File: src/rtl/instr_fetch.sv
// Instruction fetch unit: issues one outstanding fetch at a time and buffers
// returned words in a small FIFO. Branch redirects flush the FIFO and discard
// any response already in flight. The head word's opcode selects the
// immediate format for the downstream immediate generator.
module instr_fetch #(
  parameter logic [31:0] RESET_PC = 32'h0000_0000,
  parameter int unsigned DEPTH    = 2
) (
  input  logic        clk,
  input  logic        rst_n,
  output logic        imem_req,
  output logic [31:0] imem_addr,
  input  logic        imem_rvalid,
  input  logic [31:0] imem_rdata,
  input  logic        redirect_valid,
  input  logic [31:0] redirect_pc,
  output logic        instr_valid,
  input  logic        instr_ready,
  output logic [31:0] instr_out,
  output logic [31:0] instr_pc,
  output logic [1:0]  imm_sel
);

  localparam int unsigned PW = (DEPTH > 1) ? $clog2(DEPTH) : 1;
  localparam int unsigned CW = $clog2(DEPTH + 1);
  localparam logic [PW-1:0] PTR_LAST = PW'(DEPTH - 1);
  localparam logic [CW-1:0] COUNT_FULL = CW'(DEPTH);

  typedef enum logic [1:0] {
    S_IDLE,
    S_WAIT,
    S_DROP
  } state_t;

  state_t        state_q, state_d;
  logic [31:0]   pc_q, pc_d;
  logic          run_q;
  logic [CW-1:0] count_q;
  logic [PW-1:0] rd_ptr_q, wr_ptr_q;
  logic [31:0]   buf_instr [DEPTH];
  logic [31:0]   buf_pc    [DEPTH];

  logic          push;
  logic          pop;
  logic [31:0]   redirect_base;
  logic [31:0]   resp_pc;

  function automatic logic [PW-1:0] ptr_inc(input logic [PW-1:0] p);
    return (p == PTR_LAST) ? '0 : p + PW'(1);
  endfunction

  assign redirect_base = redirect_pc & 32'hFFFF_FFFC;
  // The fetch PC only moves by +4 on a request or by a redirect, and a
  // redirect in WAIT suppresses the push, so the address of the response
  // being pushed is always the current PC minus 4.
  assign resp_pc       = pc_q - 32'd4;

  assign imem_addr   = pc_q;
  assign instr_valid = (count_q != '0);
  assign instr_out   = buf_instr[rd_ptr_q];
  assign instr_pc    = buf_pc[rd_ptr_q];
  assign pop         = instr_valid && instr_ready;

  // Next-state, request generation and PC update
  always_comb begin
    state_d  = state_q;
    pc_d     = pc_q;
    push     = 1'b0;
    imem_req = 1'b0;
    case (state_q)
      S_IDLE: begin
        // run_q keeps the request low until the first clock after reset release
        if (run_q && (count_q < COUNT_FULL) && !redirect_valid) begin
          imem_req = 1'b1;
          pc_d     = pc_q + 32'd4;
          state_d  = S_WAIT;
        end
      end
      S_WAIT: begin
        if (redirect_valid) begin
          state_d = imem_rvalid ? S_IDLE : S_DROP;
        end else if (imem_rvalid) begin
          push    = 1'b1;
          state_d = S_IDLE;
        end
      end
      S_DROP: begin
        // The in-flight response is consumed here even if a new redirect
        // arrives with it, otherwise DROP would wait for a response that
        // never comes.
        if (imem_rvalid) begin
          state_d = S_IDLE;
        end
      end
      default: state_d = S_IDLE;
    endcase
    if (redirect_valid) begin
      pc_d = redirect_base;
    end
  end

  // State, PC and FIFO bookkeeping registers
  always_ff @(posedge clk or negedge rst_n) begin
    if (!rst_n) begin
      state_q  <= S_IDLE;
      pc_q     <= RESET_PC;
      run_q    <= 1'b0;
      count_q  <= '0;
      rd_ptr_q <= '0;
      wr_ptr_q <= '0;
    end else begin
      state_q <= state_d;
      pc_q    <= pc_d;
      run_q   <= 1'b1;
      if (redirect_valid) begin
        count_q  <= '0;
        rd_ptr_q <= '0;
        wr_ptr_q <= '0;
      end else begin
        if (push) begin
          wr_ptr_q <= ptr_inc(wr_ptr_q);
        end
        if (pop) begin
          rd_ptr_q <= ptr_inc(rd_ptr_q);
        end
        if (push && !pop) begin
          count_q <= count_q + CW'(1);
        end else if (!push && pop) begin
          count_q <= count_q - CW'(1);
        end
      end
    end
  end

  // FIFO storage; contents are don't-care while empty so no reset is needed
  always_ff @(posedge clk) begin
    if (push) begin
      buf_instr[wr_ptr_q] <= imem_rdata;
      buf_pc[wr_ptr_q]    <= resp_pc;
    end
  end

  // Immediate format select from the head opcode
  always_comb begin
    imm_sel = 2'b00;
    case (instr_out[6:0])
      7'b0100011: imm_sel = 2'b01;
      7'b1100011: imm_sel = 2'b10;
      default:    imm_sel = 2'b00;
    endcase
  end

endmodule

File: config.mk
export PLATFORM = sky130hd
export DESIGN_NAME = instr_fetch
export DESIGN_NICKNAME = d
export VERILOG_FILES = /design/src/rtl/instr_fetch.sv
export SDC_FILE = /design/constraint.sdc
export NUM_CORES = 1
export LEC_CHECK = 0
export ABC_AREA = 1
export CAP_MARGIN = 25
export CORE_ASPECT_RATIO = 0.5
export CORE_MARGIN = 2
export CORE_UTILIZATION = 44
export CTS_BUF_LIST = sky130_fd_sc_hd__clkbuf_16
export DETAILED_ROUTE_END_ITERATION = 8
export PLACE_DENSITY = 0.73
export SLEW_MARGIN = 20
export SYNTH_ARGS = -nofsm -noshare
export SYNTH_HDL_FRONTEND = slang
export SYNTH_SLANG_ARGS = --single-unit
File: constraint.sdc
create_clock -name clk -period 11.5 [get_ports clk]
set_clock_uncertainty 0.2 [all_clocks]
set_input_delay 2.3 -clock clk [delete_from_list [all_inputs] [get_ports clk]]
set_output_delay 2.3 -clock clk [all_outputs]
set_load 0.02 [all_outputs]
==> impl_metrics.csv, run 1 <==
group,metric,value,unit
clocking,cts_htree_levels,4,
clocking,cts_tree,"yes",
final_layout,drive_gt1_frac,0.0762,
die,die_h,97.5,µm
global_route,grtUsageTotal,0.215,
clocking,numCtsBuffers,17,
routing,viasPerCell,4.98,
clocking,post_cts_buffers,0,
global_route,grt_pass1_wl,30800,µm
global_route,grt_pass1_vias,6007,
final_layout,nets,1042,
sta,rsz0062_at_grt,"false",
final_layout,final_area,10100,µm²
setup_path,cp-start-kind,"primary input",
die,initial_core_util,0.447,
place,place_area,9510,µm²
sta,fmax,153,MHz
clocking,clk-insertion-delay-late,0.43,ns
global_route,grt_max_degree,64,
outcome,outcome,"finished clean",
power_and_ir_drop,p_int,0.00122,W
power_and_ir_drop,p_clk_frac,0.317,
routing,drt_iter0_drc,439,
routing,drtPass1Iterations,5,
clocking,ctsHoldBuffers,0,
die,fp-row-count,34,
final_layout,areaGrowthSynthToFinish,31.6,%
power_and_ir_drop,switching_share,0.341,
routing,routedWlPerCell,15.7,µm
setup_path,crit_buf_inv,3,
place,io_buffers,162,
power_and_ir_drop,power_density,183,nW/µm²
synthesis,synthArstFlopShare,0.230,
setup_path,cp_max_fo,29,
place,place_congestion,0.857,
min_path,hold_class,"flop to flop",
setup_path,max_stage_delay,0.69,ns
sta,whs,0.349,ns
clocking,cts.sinks,161,
routing,wl,19200,µm
die,die_x,191,µm
global_route,antenna_found_initial,0,
die,die_area,18600,µm²
setup_path,worstSetupPathType,"primary input to output pin",
synthesis,synth_flop_cell,"edfxtp_1",
setup_path,arrival,4.03,ns
place,place_hpwl,13300,µm
sta,max_slew.worst_pin.slew,0.858,ns
power_and_ir_drop,power.switching,0.000630,W
sta,min_period,6.53,ns
sta,finalHoldViolCount,0,
sta,post-route-period-util,0.568,
die,ioPinCount,169,
setup_path,path_cells,"clkdlybuf4s50_1 > buf_4 > nor2_4 > clkdlybuf4s50_1",
routing,drtAntennaViolNets,0,
power_and_ir_drop,leakagePower,4.00,nW
place,dp_slack,4.96,ns
final_layout,utilization,0.588,
synthesis,synth.avg_cell_area,9.43,µm²
final_layout,fillCellCount,1454,
synthesis,syn_inst,816,
sta,finalSetupTns,0,ns
synthesis,synth_edf_count,124,
sta,setup_viol,0,
synthesis,yosysUniqueCellTypes,39,
sta,drv_slew,0,
routing,route.detailed.drc,0,
clocking,clockBufferDepth,2,
run,maxCapViolCount,0,
power_and_ir_drop,p_comb_frac,0.281,
synthesis,synth_area,7700,µm²
setup_path,critPathCaptureType,"output pin",
power_and_ir_drop,pwr-share-seq,0.402,
clocking,cts.clk_slew.worst_paths,0.07,ns
clocking,cts-root-buf,"clkbuf_16",
setup_path,required,9.00,ns
setup_path,cpMaxStageDelayCell,"clkdlybuf4s50_1",
sta,setup_slack,4.97,ns
die,coreArea,17200,µm²
sta,max_slew_margin,0.428,
clocking,cts_resized,0,
power_and_ir_drop,ir_drop,0.0970,mV
final_layout,n_antenna_cell,0,
setup_path,cp_common_cell,"clkdlybuf4s50_1",
synthesis,synth_warnings,0,
setup_path,cp_top_family,"buffers and inverters",
synthesis,synth_seq_cells,161,
synthesis,ys_seq_area_frac,0.604,
routing,vias,6061,
global_route,gr-total-overflow,0,
[logic make-up (layout without fill, tap and decap cells)]
group	after synthesis	in the layout	synth area share
AOI/OAI and AO/OA	56	56	0.0437
adders and majority gates	2	2	0.00325
xor gates and xnor gates	29	29	0.0330
other	2	5	0.000976
DFF	161	161	0.604
and+or+nand+nor	482	482	0.267
buffers and inverters	84	249	0.0480
[cell type report]
class	instances	area (µm²)	area share
flip-flops and latches	161	4650	0.459
multi-input cells	574	2700	0.267
repair buffers	168	1680	0.166
clock buffers	17	425	0.0420
well taps	234	293	0.0289
clock inverters	15	189	0.0187
inverters	49	184	0.0182
[power groups by stage]
stage / sequential (W) / combinational (W) / clock [W]
6_report: 0.000743 / 0.000520 / 0.000586
5_1_grt: 0.000748 / 0.000569 / 0.000619
4_1_cts: 0.000740 / 0.000523 / 0.000598
3_5_place_dp: 0.000752 / 0.000520 / 0
3_3_place_gp: 0.000751 / 0.000509 / 0
2_1_floorplan: 0.000750 / 0.000284 / 0
[state kept, by name, summed over array words and instances (netlist names)]
name,flops
buf_instr,64
buf_pc,60
imem_addr,30
count_q,2
state_q,2
rd_ptr_q,1
run_q,1
wr_ptr_q,1
[final timing paths]
path | from | to | slack (ns) | cells after the start
worst max-delay path | redirect_valid | imem_req | 4.97 | 4
worst min-delay path | state_q[1] | state_q[0] | 0.35 | 1
worst max register to register | state_q[1] | buf_instr[0][20] | 9.24 | 6
worst min register to register | state_q[1] | state_q[0] | 0.35 | 1
max in group asynchronous | rst_n | rd_ptr_q | 8.62 | 2
min in group asynchronous | rst_n | imem_addr[6] | 2.11 | 2
[Yosys cell counts (7+ instances only)]
library cell	instances	area [µm²]
a22oi_1	17	128
buf_2	15	75.1
buf_4	7	52.6
clkbuf_1	8	30.0
dfrtp_1	37	926
edfxtp_1	124	3720
inv_1	46	173
nand2_1	315	1180
nand3_1	43	215
nand4_1	7	43.8
nor2_1	76	285
nor2_2	12	75.1
nor2_4	8	90.1
o21ai_0	25	125
xor2_1	26	228
[per-layer routing]
layer  share of wire  GRT usage
met5               0          0
met4           0.015     0.0745
met3           0.047     0.0303
met2            0.47      0.343
met1            0.47      0.303
[through the flow]
| step | total power [W] | cells |
|---|---|---|
| floorplan | 0.00103 | 819 |
| global placement | 0.00126 | 1185 |
| detailed placement | 0.00127 | 1186 |
| CTS | 0.00186 | 1218 |
| global route | 0.00194 | 1218 |
| finish | 0.00185 | 1218 |
[placed cells by master, fill, tap and decap left out, types with 2 or more instances in the layout]
cell type / instances
clkdlybuf4s50_1: 162
nor2_2: 12
o211ai_1: 2
nor2_4: 10
clkbuf_16: 17
dfrtp_1: 36
and2_1: 2
nor2_1: 74
inv_6: 5
nand3_1: 43
nand4_1: 7
inv_8: 4
edfxtp_1: 124
a21oi_1: 5
nand2_2: 3
nor3_1: 6
buf_4: 5
o21ai_0: 25
nand2_1: 315
conb_1: 5
ha_1: 2
clkinvlp_4: 2
inv_2: 3
xor2_1: 26
o21ai_1: 4
inv_1: 46
nand3_2: 2
xnor2_1: 3
bufinv_16: 2
a22oi_1: 17
or2_2: 2
Note: power is estimated with default switching activity, not from simulation.
==> run 2: changes to the inputs <==
--- a/config.mk
+++ b/config.mk
@@ -12,7 +12,7 @@
 export CORE_UTILIZATION = 44
 export CTS_BUF_LIST = sky130_fd_sc_hd__clkbuf_16
 export DETAILED_ROUTE_END_ITERATION = 8
-export PLACE_DENSITY = 0.73
+export PLACE_DENSITY = 0.76
 export SLEW_MARGIN = 20
 export SYNTH_ARGS = -nofsm -noshare
 export SYNTH_HDL_FRONTEND = slang
==> constraint.sdc (replaced) <==
create_clock -name clk -period 5.3 [get_ports clk]
set_clock_uncertainty 0.2 [all_clocks]
set_input_delay 1.06 -clock clk [delete_from_list [all_inputs] [get_ports clk]]
set_output_delay 1.06 -clock clk [all_outputs]
set_load 0.02 [all_outputs]
==> impl_metrics.csv, run 2 (synthesis results as in run 1) <==
group,metric,value,unit
sta,post-route-period-util,0.765,
routing,viasPerCell,4.99,
die,fp-row-count,34,
sta,finalSetupTns,0,ns
setup_path,cpMaxStageDelayCell,"clkdlybuf4s50_1",
die,die_area,18600,µm²
final_layout,drive_gt1_frac,0.0770,
sta,drv_slew,0,
routing,vias,6087,
final_layout,fillCellCount,1479,
clocking,cts_resized,0,
place,place_hpwl,13600,µm
global_route,antenna_found_initial,0,
global_route,gr-total-overflow,0,
clocking,numCtsBuffers,17,
final_layout,ff_latch_area,4650,µm²
final_layout,n_antenna_cell,0,
sta,max_slew_margin,0.484,
final_layout,layout_commonest_cell,"nand2_1",
final_layout,multiInputGateArea,2700,µm²
die,initial_core_util,0.447,
setup_path,max_stage_delay,0.81,ns
setup_path,cp_max_fo,18,
die,die_h,97.5,µm
power_and_ir_drop,ir_drop,0.290,mV
setup_path,path_cells,"clkdlybuf4s50_1 > nor2_4 > clkdlybuf4s50_1",
sta,max_slew.worst_pin.slew,0.771,ns
setup_path,required,4.04,ns
routing,drtAntennaViolNets,0,
setup_path,worstSetupPathType,"primary input to output pin",
final_layout,top_register,"buf_instr",
final_layout,nets,1046,
routing,drt_iter0_drc,516,
final_layout,final_cell_mix,"nand2_1 (315), clkdlybuf4s50_1 (162), edfxtp_1 (124)",
global_route,grt_max_degree,63,
run,maxCapViolCount,0,
global_route,grt_pass1_vias,5943,
sta,whs,0.347,ns
setup_path,arrival,2.80,ns
place,io_buffers,162,
clocking,cts.clk_slew.worst_paths,0.07,ns
routing,route.detailed.drc,0,
routing,routedWlPerCell,15.7,µm
clocking,cts-root-buf,"clkbuf_16",
die,coreArea,17200,µm²
clocking,clk-insertion-delay-late,0.41,ns
routing,drtPass1Iterations,5,
global_route,grtUsageTotal,0.210,
clocking,clockBufferDepth,2,
clocking,ctsHoldBuffers,0,
sta,finalHoldViolCount,0,
power_and_ir_drop,leakagePower,4.00,nW
sta,rsz0062_at_grt,"false",
sta,min_period,4.06,ns
final_layout,utilization,0.587,
setup_path,critPathCaptureType,"output pin",
clocking,cts_htree_levels,4,
final_layout,areaGrowthSynthToFinish,31.3,%
clocking,post_cts_buffers,0,
sta,fmax,247,MHz
sta,setup_viol,0,
setup_path,cp-start-kind,"primary input",
final_layout,largest_reg_flops,64,
setup_path,cp_common_cell,"clkdlybuf4s50_1",
clocking,cts_tree,"yes",
outcome,outcome,"finished clean",
clocking,cts.sinks,161,
die,ioPinCount,169,
routing,wl,19100,µm
power_and_ir_drop,power_density,390,nW/µm²
global_route,grt_pass1_wl,30300,µm
place,place_congestion,0.910,
die,die_x,191,µm
min_path,hold_class,"flop to flop",
==> run 2: cell count changes in the layout (fill, tap and decap cells not counted), sizes merged <==
cell / delta
buf: +4
inv: -4
clkinv: +3
==> run 2: area by class of cell <==
type                    count  share of cell area
clock buffers              17              0.0421
clock inverters            14              0.0153
inverters                  49              0.0182
multi-input cells         574               0.267
flip-flops and latches    161               0.460
well taps                 234              0.0290
repair buffers            172               0.168
==> run 2: path summary, 6_finish.rpt <==
| kind | startpoint | to | slack, ns | cells past startpoint |
|---|---|---|---|---|
| setup / recovery | redirect_valid | imem_req | 1.24 | 3 |
| hold reg to reg | state_q[1] | state_q[0] | 0.35 | 1 |
| hold / removal | state_q[1] | state_q[0] | 0.35 | 1 |
| setup reg to reg | imem_addr[2] | buf_pc[0][30] | 3.10 | 8 |
| max in group asynchronous | rst_n | rd_ptr_q | 3.65 | 2 |
| min in group asynchronous | rst_n | count_q[0] | 0.89 | 2 |
==> run 2: stage by stage <==
stage	std cells	setup WS (ns)	power (W)	instance area (µm²)
after floorplan	819	0.501	0.00224	7710
after global placement	1190	1.26	0.00274	9530
after detailed placement	1190	1.25	0.00277	9530
after CTS	1221	1.25	0.00397	10100
after global routing	1221	1.16	0.00412	10100
final	1221	1.24	0.00394	10100
==> run 2: metal layers <==
layer	vias up	global-route usage	part of all wire
li1	2989	-	-
met1	2876	0.288	0.45
met2	196	0.348	0.48
met3	26	0.0285	0.056
met4	0	0.0620	0.013
met5	-	0	0
==> run 2: critical path, delay by kind of cell <==
| family | cells | cell delay, ns |
|---|---|---|
| buf+inv | 2 | 1.44 |
| simple gates | 1 | 0.29 |
==> run 2: report_power, final <==
group | leakage (nW) | switching [W] | internal (W) | total, W
sequential | 1.57 | 0.000142 | 0.00147 | 0.00162
clock | 0.278 | 0.000497 | 0.000699 | 0.00120
combinational | 2.15 | 0.000683 | 0.000450 | 0.00113
==> run 3: changes to the inputs <==
==> constraint.sdc (replaced) <==
create_clock -name clk -period 3.3 [get_ports clk]
set_clock_uncertainty 0.2 [all_clocks]
set_input_delay 0.66 -clock clk [delete_from_list [all_inputs] [get_ports clk]]
set_output_delay 0.66 -clock clk [all_outputs]
set_load 0.02 [all_outputs]
==> impl_metrics.csv, run 3 (synthesis results as in run 1) <==
group,metric,value,unit
clocking,clk-insertion-delay-late,0.41,ns
min_path,holdPathStages,1,
routing,dr_wl_met3,1010,µm
power_and_ir_drop,leakagePower,4.00,nW
routing,routed.top_layer,"met4",
global_route,grt_pass1_vias,6265,
clocking,clockBufferDepth,2,
power_and_ir_drop,p_clk_frac,0.301,
routing,wl_met1,8730,µm
setup_path,path_cells,"buf_6 > buf_6 > nand2_1 > nand2_1 > clkdlybuf4s50_1",
setup_path,path_depth,5,
sta,fmax,323,MHz
routing,routedWlPerCell,16.0,µm
final_layout,largest_reg_flops,64,
sta,finalSetupTns,0,ns
routing,viasPerCell,5.07,
final_layout,nets,1046,
place,place_congestion,0.882,
clocking,cts_tree,"yes",
power_and_ir_drop,pwr-share-seq,0.409,
die,die_x,191,µm
die,fp-row-count,34,
final_layout,layout_commonest_cell,"nand2_1",
die,initial_core_util,0.447,
global_route,grtUsageTotal,0.218,
clocking,cts.clk_slew.worst_paths,0.06,ns
setup_path,cp_max_fo,34,
final_layout,areaGrowthSynthToFinish,31.7,%
final_layout,fillCellCount,1442,
power_and_ir_drop,power_density,626,nW/µm²
power_and_ir_drop,power,0.00634,W
routing,wl,19600,µm
global_route,grt_pass1_wl,31600,µm
place,place_hpwl,13800,µm
setup_path,arrival,2.24,ns
die,die_area,18600,µm²
setup_path,r2r_cells,8,
min_path,hold_class,"flop to flop",
setup_path,critPathCaptureType,"output pin",
sta,min_period,3.10,ns
power_and_ir_drop,switching_share,0.344,
sta,drv_slew,0,
final_layout,drive_gt1_frac,0.0790,
sta,post-route-period-util,0.939,
clocking,cts_htree_levels,4,
clocking,cts.sinks,161,
routing,dr_wl_met2,9500,µm
power_and_ir_drop,p_comb_frac,0.290,
final_layout,utilization,0.588,
place,io_buffers,162,
die,coreArea,17200,µm²
final_layout,n_antenna_cell,0,
die,ioPinCount,169,
global_route,gr-total-overflow,0,
clocking,numCtsBuffers,17,
run,maxCapViolCount,0,
setup_path,cp-start-kind,"flop",
setup_path,required,2.44,ns
final_layout,final_cell_mix,"nand2_1 (315), clkdlybuf4s50_1 (162), edfxtp_1 (124)",
setup_path,worstSetupPathType,"flop to output pin",
sta,setup_viol,0,
power_and_ir_drop,ir_drop,0.412,mV
routing,drt_iter0_drc,595,
sta,finalHoldViolCount,0,
setup_path,crit_buf_inv,3,
outcome,outcome,"finished clean",
global_route,antenna_found_initial,0,
routing,drtAntennaViolNets,0,
die,die_h,97.5,µm
routing,drtPass1Iterations,6,
routing,vias,6188,
global_route,grt_max_degree,63,
sta,rsz0062_at_grt,"false",
setup_path,cpMaxStageDelayCell,"clkdlybuf4s50_1",
power_and_ir_drop,p_int,0.00416,W
routing,route.detailed.drc,0,
power_and_ir_drop,power.switching,0.00218,W
final_layout,top_register,"buf_instr",
clocking,cts-root-buf,"clkbuf_16",
setup_path,cp_top_family,"buffers and inverters",
setup_path,max_stage_delay,0.62,ns
-- run 3: cell count changes in the layout (fill, tap and decap cells not counted), sizes merged --
cell      previous run  this run
clkinvlp             2         4
inv                 54        58
bufinv               2         1
clkinv               5         0
-- run 3: area by class of cell --
| type | count | area, µm² | area share |
|---|---|---|---|
| clock buffers | 17 | 425 | 0.0420 |
| clock inverters | 14 | 141 | 0.0140 |
| inverters | 49 | 189 | 0.0186 |
| multi-input cells | 574 | 2700 | 0.267 |
| flip-flops and latches | 161 | 4650 | 0.459 |
| well taps | 234 | 293 | 0.0289 |
| repair buffers | 172 | 1730 | 0.171 |
-- run 3: worst reg2reg max path: stages, from the launching register on --
cell and delay, ns:
dfrtp_1 0.46, inv_1 0.22, ha_1 0.23, nand2_2 0.11
nor2_4 0.20, nand2_2 0.12, inv_1 0.08, nand2_1 0.06
xor2_1 0.28
-- run 3: stage by stage --
| step | instances | setup WS, ns | area, µm² | hold WS, ns |
|---|---|---|---|---|
| finish | 1221 | 0.201 | 10100 | 0.357 |
| CTS | 1221 | 0.0991 | 10100 | 0.354 |
| detailed placement | 1190 | 0.403 | 9550 | 0.344 |
| global route | 1221 | 0.0311 | 10100 | 0.381 |
| global placement | 1190 | 0.417 | 9550 | 0.314 |
| floorplan | 819 | 0.116 | 7720 | 0.164 |
-- run 3: path summary, 6_finish.rpt --
check	endpoint	startpoint	slack (ns)
min in group asynchronous	imem_addr[6]	rst_n	0.47
hold reg to reg	wr_ptr_q	wr_ptr_q	0.36
hold / removal	wr_ptr_q	wr_ptr_q	0.36
max in group asynchronous	rd_ptr_q	rst_n	2.05
setup reg to reg	buf_pc[0][24]	imem_addr[2]	1.12
setup / recovery	instr_pc[16]	rd_ptr_q	0.20
-- run 3: metal layers --
| layer | vias to the layer above | GRT usage |
|---|---|---|
| li1 | 2992 | - |
| met1 | 2954 | 0.292 |
| met2 | 208 | 0.366 |
| met3 | 34 | 0.0314 |
| met4 | 0 | 0.0727 |
| met5 | - | 0 |
-- run 3: power by group through the flow --
stage	clock, W	combinational (W)	sequential (W)
finish	0.00191	0.00184	0.00259
global route	0.00201	0.00200	0.00261
CTS	0.00193	0.00185	0.00258
detailed placement	0	0.00183	0.00262
global placement	0	0.00180	0.00262
floorplan	0	0.000993	0.00261
-- run 3: repair_timing --
action / in CTS / in global routing
endpoints found under the setup margin: 3 / 2
buffers inserted: 0 / 0
pin swaps: 0 / 0
gates resized for setup: 2 / 2
hold buffers: 0 / 0
==> RTL change, RTL diff (flow settings as in run 2) <==
The parameter `DEPTH` goes from 2 to 1.
--- a/src/rtl/instr_fetch.sv
+++ b/src/rtl/instr_fetch.sv
@@ -4,7 +4,7 @@
 // immediate format for the downstream immediate generator.
 module instr_fetch #(
   parameter logic [31:0] RESET_PC = 32'h0000_0000,
-  parameter int unsigned DEPTH    = 2
+  parameter int unsigned DEPTH    = 1
 ) (
   input  logic        clk,
   input  logic        rst_n,
Formal check against the unedited RTL: not equivalent (Yosys sat finds a counterexample within 4 cycles, from zero or initial values and one cycle with rst_n low).
==> RTL change against run 2 <==
- synthesized area decreased by 34%
- sequential cell count decreased by 65
- via count shrank 27%
- highest routed layer unchanged
- routed wire length shrank 27%
- worst setup slack better by 0.32 ns
- design area shrank 30%
- global-route usage increased by 1.8 points
- die area down 33%
- power shrank 49%
- critical endpoint unchanged
==> RTL change: results (changes against run 2) <==
* Wire length on met2 at 6028 um (was 9161 um)
* Sequential power share at 0.470 (was 0.410)
* Setup Fix Bufs, Post-CTS at 0 (unchanged)
* Combinational logic power at 0.437 mW (was 1.13 mW)
* Hold slack at 0.3291 ns (was 0.3471 ns)
* Gate power share at 0.217 (was 0.287)
* Nets at 794 (was 1046)
* Distinct cells, synth at 36 (was 39)
* Met2 global-route usage at 0.3544 (was 0.3484)
* Seq/Total Area, Yosys at 0.5354 (was 0.6041)
* Drt wl/cell at 15.90 um (was 15.65 um)
* First-pass GRT wire length at 21760 um (was 30280 um)
* Top_reg_cell synth: edfxtp_1 (unchanged)
* Via-per-instance ratio at 5.074 (was 4.985)
* Routed wire length at 13880 um (was 19110 um)
* Grt met3 use at 0.05700 (was 0.02853)
* DR top layer: met4 (unchanged)
* CP startpoint: redirect_valid (unchanged)
* Post-DP Area at 6756 um^2 (was 9528 um^2)
* Share of layout cells above drive strength 1 at 0.08379 (was 0.07700)
* Arr. time, crit path at 2.48 ns (was 2.80 ns)
* CTS Buf Count at 9 (was 17)
* Placed cells at 857 (was 1190)
* Critical R2R Launch: state_q[1] (was imem_addr[2])
* Global-route usage over all layers at 0.2284 (was 0.2100)
* Final Cycle Share at 0.7059 (was 0.7654)
* Worst r2r dst: buf_instr[0][13] (was buf_pc[0][30])
* Endpoint, Worst Hold: state_q[0] (unchanged)
* Met3 wire len at 1152 um (was 1077 um)
* Post_cts resized at 0 (unchanged)
* Vias in the first global route at 4215 (was 5943)
* Status: completed (unchanged)
* Ranking of synthesized cells by area: edfxtp_1, dfrtp_1, nand2_1 (was edfxtp_1, nand2_1, dfrtp_1)
* Reg2reg setup slack at 3.11 ns (was 3.10 ns)
* FFs w/ async S/R, synth at 0.3542 (was 0.2298)
* Met1 Use GR at 0.3222 (was 0.2885)
* Commonest cells post-synth: nand2_1, nor2_1, edfxtp_1 (was nand2_1, edfxtp_1, nor2_1)
* Largest stage delay, worst path at 0.63 ns (was 0.81 ns)
* Slew @ Worst Pin at 0.7821 ns (was 0.7709 ns)
* Syn avg cell area at 8.904 um^2 (was 9.432 um^2)
* Port-buffer cells at 162 (unchanged)
* Leak at 2.790 nW (was 4.000 nW)
* DP Wirelength at 10590 um (was 13610 um)
* DP Worst Slack at 1.565 ns (was 1.246 ns)
* Clock Latency Late Sink at 0.34 ns (was 0.41 ns)
* Number of synthesized flops with an enable pin at 62 (was 124)
* HP Start: state_q[1] (unchanged)
* Initial drt markers at 395 (was 516)
* GPL Wtd Cong at 0.9019 (was 0.9100)
* Largest net degree at the start of global routing at 35 (was 63)
* Max reg flops at 32 (was 64)
* Metal-1 WL at 6496 um (was 8621 um)
* Busiest layer in global routing: met2 (unchanged)
* Htree depth at 3 (was 4)
* Reg clk slew, reported paths at 0.07 ns (about the same)
* VDD IR max at 0.0001574 V (was 0.0002896 V)
* R2R depth at 4 (was 8)
* Hold Path Cell Cnt at 1 (unchanged)
* Switching pwr at 0.6421 mW (was 1.323 mW)
* Number of iterations in the first detailed-routing pass at 5 (unchanged)
RTL change: cell count changes in the layout (fill, tap and decap cells not counted), sizes merged, moves of 4 or more:
cell,run 2,this run
edfxtp,124,62
nor2,96,105
a22oi,17,12
xor2,26,21
clkbuf,17,9
nand3,46,52
o21ai,29,18
nand2,319,155
buf,10,6
xnor2,3,7
nor3,8,4
RTL change: final cells by class:
cell class | instances | area, um^2
timing repair buffer | 168 | 1667
multi-input combinational | 399 | 2012
sequential | 96 | 2713
clock inverter | 7 | 63.81
inverter | 49 | 183.9
clock buffer | 9 | 225.2
tap | 145 | 181.4
fill | 930 | 4069
RTL change: cell families (layout without fill, tap and decap cells):
group,Yosys count,after routing,synth area share
buffers and inverters,77,233,0.07113
XOR/XNOR,28,28,0.04841
other,2,5,0.001482
flip-flops,96,96,0.5354
adder cells (fa/ha/maj),2,2,0.004939
AND/OR/NAND/NOR,325,325,0.2919
AO/OA/AOI/OAI,39,39,0.04668
